<file path="config.mk">
export PLATFORM = sky130hd
export DESIGN_NAME = sseg_score_display
export DESIGN_NICKNAME = d
export VERILOG_FILES = /design/src/rtl/sseg_score_display.sv
export SDC_FILE = /design/constraint.sdc
export NUM_CORES = 1
export LEC_CHECK = 0
export ABC_AREA = 0
export BUFFER_PORTS_ARGS = -buffer_cell sky130_fd_sc_hd__buf_2
export CORE_MARGIN = 4
export CORE_UTILIZATION = 40
export CTS_CLUSTER_SIZE = 20
export DETAILED_ROUTE_END_ITERATION = 12
export GPL_ROUTABILITY_DRIVEN = 0
export MAX_ROUTING_LAYER = met4
export PLACE_DENSITY = 0.69
export SYNTH_ARGS = -nofsm -noshare
export SYNTH_HDL_FRONTEND = slang
export SYNTH_SLANG_ARGS = --single-unit
</file>
<file path="constraint.sdc">
create_clock -name clk -period 4.8 [get_ports clk]
set_input_delay 0.96 -clock clk [delete_from_list [all_inputs] [get_ports clk]]
set_output_delay 0.96 -clock clk [all_outputs]
set_load 0.02 [all_outputs]
</file>
<file path="src/rtl/sseg_score_display.sv">
// Four-digit seven-segment score driver: player 1 on the left pair, player 2 on the right pair.
// Optional post-change blink of a player's digit pair is compiled in with SSEG_SCORE_BLINK_EN.
module sseg_score_display #(
  parameter int DIGIT_CYCLES      = 16250,
  parameter int BLINK_HALF_FRAMES = 128
) (
  input  logic       clk,
  input  logic       rst,
  input  logic [3:0] player1_score,
  input  logic [3:0] player2_score,
  input  logic       blank,
  output logic [6:0] seg,
  output logic       dp,
  output logic [3:0] an
);

  localparam int CNT_W = (DIGIT_CYCLES > 1) ? $clog2(DIGIT_CYCLES) : 1;
  localparam logic [CNT_W-1:0] CNT_LAST = CNT_W'(DIGIT_CYCLES - 1);

  function automatic logic tens_of(input logic [3:0] s);
    return (s >= 4'd10);
  endfunction

  function automatic logic [3:0] units_of(input logic [3:0] s);
    return s - (tens_of(s) ? 4'd10 : 4'd0);
  endfunction

  function automatic logic [6:0] seg_code(input logic [3:0] d);
    logic [6:0] c;
    case (d)
      4'd0:    c = 7'b1000000;
      4'd1:    c = 7'b1111001;
      4'd2:    c = 7'b0100100;
      4'd3:    c = 7'b0110000;
      4'd4:    c = 7'b0011001;
      4'd5:    c = 7'b0010010;
      4'd6:    c = 7'b0000010;
      4'd7:    c = 7'b1111000;
      4'd8:    c = 7'b0000000;
      4'd9:    c = 7'b0010000;
      default: c = 7'b1111111;
    endcase
    return c;
  endfunction

  // Input stage
  logic [3:0] p1_d, p1_q, p2_d, p2_q;
  logic       blank_d, blank_q;

  always_comb begin
    p1_d    = player1_score;
    p2_d    = player2_score;
    blank_d = blank;
  end

  always_ff @(posedge clk) begin
    p1_q    <= p1_d;
    p2_q    <= p2_d;
    blank_q <= blank_d;
  end

  // Refresh scan
  logic [CNT_W-1:0] div_cnt_d, div_cnt_q;
  logic [1:0]       dig_d, dig_q;
  logic             slot_end;

  always_comb begin
    slot_end  = (div_cnt_q == CNT_LAST);
    div_cnt_d = div_cnt_q + 1'b1;
    dig_d     = dig_q;
    if (slot_end) begin
      div_cnt_d = '0;
      dig_d     = dig_q + 2'd1;
    end
  end

  logic sup_p1, sup_p2;

`ifdef SSEG_SCORE_BLINK_EN
  localparam int FC_W = (BLINK_HALF_FRAMES > 1) ? $clog2(BLINK_HALF_FRAMES) : 1;
  localparam logic [FC_W-1:0] FC_LAST = FC_W'(BLINK_HALF_FRAMES - 1);

  // Index 1 is player 1, index 0 is player 2.
  logic [3:0]                p1_prev_q, p2_prev_q;
  logic [1:0]                chg;
  logic                      frame_tick;
  logic [1:0]                bl_act_d, bl_act_q;
  logic [1:0][1:0]           bl_hp_d, bl_hp_q;
  logic [1:0][FC_W-1:0]      bl_fc_d, bl_fc_q;

  always_comb begin
    frame_tick = slot_end && (dig_q == 2'd3);
    chg        = {p1_q != p1_prev_q, p2_q != p2_prev_q};
    bl_act_d   = bl_act_q;
    bl_hp_d    = bl_hp_q;
    bl_fc_d    = bl_fc_q;
    for (int i = 0; i < 2; i++) begin
      if (chg[i]) begin
        bl_act_d[i] = 1'b1;
        bl_hp_d[i]  = 2'd0;
        bl_fc_d[i]  = '0;
      end else if (bl_act_q[i] && frame_tick) begin
        if (bl_fc_q[i] == FC_LAST) begin
          bl_fc_d[i] = '0;
          if (bl_hp_q[i] == 2'd3) bl_act_d[i] = 1'b0;
          else                    bl_hp_d[i]  = bl_hp_q[i] + 2'd1;
        end else begin
          bl_fc_d[i] = bl_fc_q[i] + 1'b1;
        end
      end
    end
    // Odd half-periods are the dark phases of the blink.
    sup_p1 = bl_act_q[1] && bl_hp_q[1][0];
    sup_p2 = bl_act_q[0] && bl_hp_q[0][0];
  end

  always_ff @(posedge clk) begin
    p1_prev_q <= p1_q;
    p2_prev_q <= p2_q;
    if (rst) begin
      bl_act_q <= '0;
      bl_hp_q  <= '0;
      bl_fc_q  <= '0;
    end else begin
      bl_act_q <= bl_act_d;
      bl_hp_q  <= bl_hp_d;
      bl_fc_q  <= bl_fc_d;
    end
  end
`else
  always_comb begin
    sup_p1 = 1'b0;
    sup_p2 = 1'b0;
  end
`endif

  // Output stage
  logic [6:0] seg_d, seg_q;
  logic [3:0] an_d, an_q, an_sel;
  logic       dp_d, dp_q, lit;
  logic [3:0] digit;

  always_comb begin
    digit  = 4'd0;
    lit    = 1'b0;
    an_sel = 4'b1111;
    case (dig_q)
      2'd0: begin
        digit  = units_of(p2_q);
        lit    = !sup_p2;
        an_sel = 4'b1110;
      end
      2'd1: begin
        digit  = {3'b000, tens_of(p2_q)};
        lit    = tens_of(p2_q) && !sup_p2;
        an_sel = 4'b1101;
      end
      2'd2: begin
        digit  = units_of(p1_q);
        lit    = !sup_p1;
        an_sel = 4'b1011;
      end
      default: begin
        digit  = {3'b000, tens_of(p1_q)};
        lit    = tens_of(p1_q) && !sup_p1;
        an_sel = 4'b0111;
      end
    endcase
    seg_d = seg_code(digit);
    // The first cycle of every slot stays dark so the previous digit cannot ghost.
    an_d  = (lit && !blank_q && (div_cnt_q != '0)) ? an_sel : 4'b1111;
    dp_d  = !((dig_q == 2'd2) && !blank_q);
  end

  always_ff @(posedge clk) begin
    if (rst) begin
      div_cnt_q <= '0;
      dig_q     <= 2'd0;
      seg_q     <= 7'b1111111;
      an_q      <= 4'b1111;
      dp_q      <= 1'b1;
    end else begin
      div_cnt_q <= div_cnt_d;
      dig_q     <= dig_d;
      seg_q     <= seg_d;
      an_q      <= an_d;
      dp_q      <= dp_d;
    end
  end

  assign seg = seg_q;
  assign an  = an_q;
  assign dp  = dp_q;

endmodule

</file>
==> results.md <==
Final layout:
- Relative to the synthesized area, the layout overhead comes to 15.7%.
- The number of antenna diodes in the final layout is 0.
- The share of post-route cells with drive strength above 1 is approximately a fifth.
- The non-filler instance count after layout is 260.
- After filler insertion, the fill cell instance count of the layout stands at roughly 390.
- The final layout contains between 200 and 250 nets.
- The share of the core filled with cells in the final layout is between 40% and 50%.

Clocking:
- Buffers inserted during clock tree synthesis total 5.
- The clock tree from TritonCTS is built.
- CTS saw 37 sinks.
- The count of hold-fix buffers inserted at cts is 0.
- The number of setup buffers added after CTS is 0.
- After clock tree synthesis, the clock-pin slew on the worst setup and hold paths is ~80 ps.
- The deepest clock path buffer count is 2.
- The count of cells resized by post-cts repair is 0.
- In this run the clock root is driven by a sky130_fd_sc_hd__clkbuf_8.
- The H-tree was split into 2 levels.
- At the later pin of the worst-skew pair, clock insertion delay measures around 290 ps.

Placement:
- The placed wire-length estimate is around 2300 µm.
- The number of instances in the placed design is 252.
- During placement, the flow inserted port buffers numbering 22.

Floorplan:
- In this run the standard cell core region covers about 4100 µm².
- The number of cell rows is 23.
- The I/O pin count is 23.
- Measured along the x axis, the die boundary spans around 74 µm.
- The die outline height is 73.8 µm.
- The initial utilization of the core area, before any placement, comes to about 42%.
- The die area is approximately 5400 µm².

Hold path:
- The worst hold path startpoint is blank_q.
- The type of the most critical hold path is flop to flop.

Synth:
- The unique cell type count in the Yosys netlist is 38.
- The post-synthesis average cell area is 9.42 µm².
- For this run, the leading register cell type out of synthesis is sky130_fd_sc_hd__dfxtp_1.
- The post-synthesis instance total is ~180.
- The net count after synthesis is 211.
- The post-synthesis instance area is 1730 µm².
- Counting flops and latches in the post-synthesis netlist gives 37.
- The sequential area share after synthesis is 42.7%.
- For this run, the number of Yosys warnings is 0.
- By area the synthesized netlist is led by sky130_fd_sc_hd__dfxtp_1 43%, sky130_fd_sc_hd__ha_1 12%, sky130_fd_sc_hd__nor2_1 6.3%.
- The async set or reset register ratio after synthesis is 0%.
- The biggest area contributor in the post-synthesis netlist is sky130_fd_sc_hd__dfxtp_1.
- The number of enable-type register cells in the synthesized netlist is 0.
- The proportion of netlist area held by the largest area contributor is 42.7%.

Route:
- The total vias in the final route is ~1300.
- For this run, design rule violations remaining after detail routing come to 0.
- The average wire length per cell after detail routing is about 11 µm.
- The detail route stage leaves a number of antenna-violating nets equal to 0.
- The pre-antenna-repair detailed-routing pass consisted of 4 iterations.
- The first routing iteration left about 120 violations.
- The sum of routed wire length over all layers is roughly 3000 µm.
- The via density per instance is 4.96.

Setup path:
- The largest fanout on the critical path is 8.
- The logic depth of the worst setup path including buffers is 10.
- In this run the critical register-to-register path is launched from dig_q[0].
- The critical path's largest stage delay is ~430 ps.
- The worst setup path is captured at a flop.
- The number of cells traversed by the worst register-to-register path is 10.
- The kind of cell adding the most delay to the critical path is adder cells.
- The capturing point of the worst reg2reg path is seg[4].
- The worst setup path endpoint is seg[4].
- The critical path buffer and inverter count is 2.
- The worst path required time is 4970 ps.
- Data arrives at the worst endpoint at 2260 ps.
- The register-to-register path setup slack is 2710 ps.
- The cell at the slowest stage of the critical path is sky130_fd_sc_hd__dfxtp_1.
- The critical path start-end classification is flop to flop.
- Tracing the worst setup path back leads to its startpoint at dig_q[0].
- The worst setup path is launched from a flop.
- Walking the worst path, the cells encountered are inv_1 > ha_1 > a22oi_1 > nand3_1 > and2_4 > inv_1 > ha_1 > nand3_1 > a31oi_1 > a21boi_1.

Power:
- The worst vdd rail ir drop is around 0.17 mV.
- The reported leakage power is about 0.00083 µW.
- Power comes to between 700 and 800 µW.
- Power spread over the standard cell area amounts to roughly 360 nW/µm².

STA:
- The slew of the pin with the lowest slew margin is approximately 470 ps.
- Setup violations remaining at the end of the flow were counted as 0.
- Across the routed clock network, the largest skew measured is a little under 10 ps.
- Dividing the final minimum period by the clock period gives between 40% and 50%.
- Adding up every negative setup slack in the final design gives 0 ps.
- The final max-slew violation count is 0.
- The highest clock frequency the design can meet is 0.477 GHz.
- Setup repair after global routing left no endpoint under its margin.
- The final critical path time including I/O delays and setup is between 2000 and 2500 ps.
- The number of hold violations in the final report is 0.
- The worst-case headroom to the max-slew limit is 68.9%.

GRT:
- The via count of the first global-routing pass is around 1200.
- Global routing consumed, on the met2 layer, just under 20% of the routing resources.
- The initial antenna violation count came to 0.
- Global routing consumed, on the met3 layer, under 10% of the routing resources.
- The layer flagged by global routing as most heavily used is met2.
- The global-route wire length before repair is around 5300 µm.
- Global routing used between 10% and 20% of the available met1 tracks.
- Global routing used between 10% and 20% of the available tracks.
- The remaining global-route overflow is 0.
- The pin count of the biggest net entering global routing is 15.

Flow run:
- The number of max-capacitance violations reported is 0.

Run status:
- The run finished with clean final reports.
-- cell usage in the layout, fill, tap and decap left out, drive strengths merged, types with 2 or more instances in the layout --
cell / n
buf: 22
o21a: 2
dfxtp: 37
nor4: 3
a21oi: 4
xnor2: 8
clkbuf: 5
or2: 3
nand3b: 2
nor3: 3
bufinv: 2
mux2i: 3
ha: 16
nand2: 14
nand2b: 7
inv: 15
nor2: 29
nor3b: 3
a31oi: 3
nand3: 8
xor2: 5
nand4: 5
-- power by group --
group | total (µW) | internal, µW | switching [µW]
Combinational | 69.6 | 29.5 | 40.2
Clock | 321 | 209 | 112
Sequential | 328 | 321 | 7.26
-- through the flow --
step	setup WS, ps	hold slack (ps)	area (µm²)
after global routing	2530	476	2010
after detailed placement	2760	444	1870
after global placement	2760	441	1870
final	2710	455	2010
after CTS	2730	461	2010
after floorplan	2890	408	1730
-- state kept, by name, summed over array words and instances, names as in the netlist --
signal     count
an             4
blank_q        1
dig_q          2
div_cnt_q     14
dp             1
p1_q           4
p2_q           4
seg            7
-- cell usage after synthesis, drive strengths merged (2+ instances only) --
library cell,count
nand4,5
buf,4
or2,3
a31oi,3
nand3b,2
nor3,3
nor2,29
nand2b,7
o21a,2
xnor2,8
xor2,5
nand3,8
ha,16
inv,14
mux2i,3
nand2,14
nor3b,3
dfxtp,37
nor4,3
a21oi,4
-- metal layers --
metal	part of all wire, %	vias to the layer above
li1	-	658
met1	49	592
met2	44	35
met3	5.8	4
met4	0.97	0
met5	0	-
-- worst register-to-register path, delay by kind of cell (launching register included) --
family | cells | cell delay, ps
adders and majority gates | 2 | 500
AOI/OAI and AO/OA | 3 | 460
DFF | 1 | 430
and+or+nand+nor | 3 | 390
buffers and inverters | 2 | 190
-- worst min path at each step --
| stage | to | slack [ps] | cells past startpoint |
|---|---|---|---|
| after floorplan | dp | 410 | 2 |
| after global placement | dp | 440 | 2 |
| after detailed placement | dp | 440 | 2 |
| after CTS | dp | 460 | 2 |
| after global routing | dp | 480 | 2 |
| final | dp | 450 | 2 |
-- area by class of cell --
type                    count  area [µm²]  area share (%)
multi-input cells         129         902            45.0
flip-flops and latches     37         741            36.9
repair buffers             22         110            5.49
clock buffers               5        68.8            3.43
clock inverters             3        68.8            3.43
well taps                  50        62.6            3.12
inverters                  14        52.6            2.62
-- logic make-up after synthesis --
kind of cell	after synthesis	share of synthesized area [%]
AO/OA/AOI/OAI	18	8.30
XOR/XNOR	13	6.57
adder cells (fa/ha/maj)	16	11.6
buffers and inverters	18	5.20
flip-flops	37	42.7
multiplexers	3	1.73
AND/OR/NAND/NOR	79	23.9
Power figures use the tool's default switching activity.
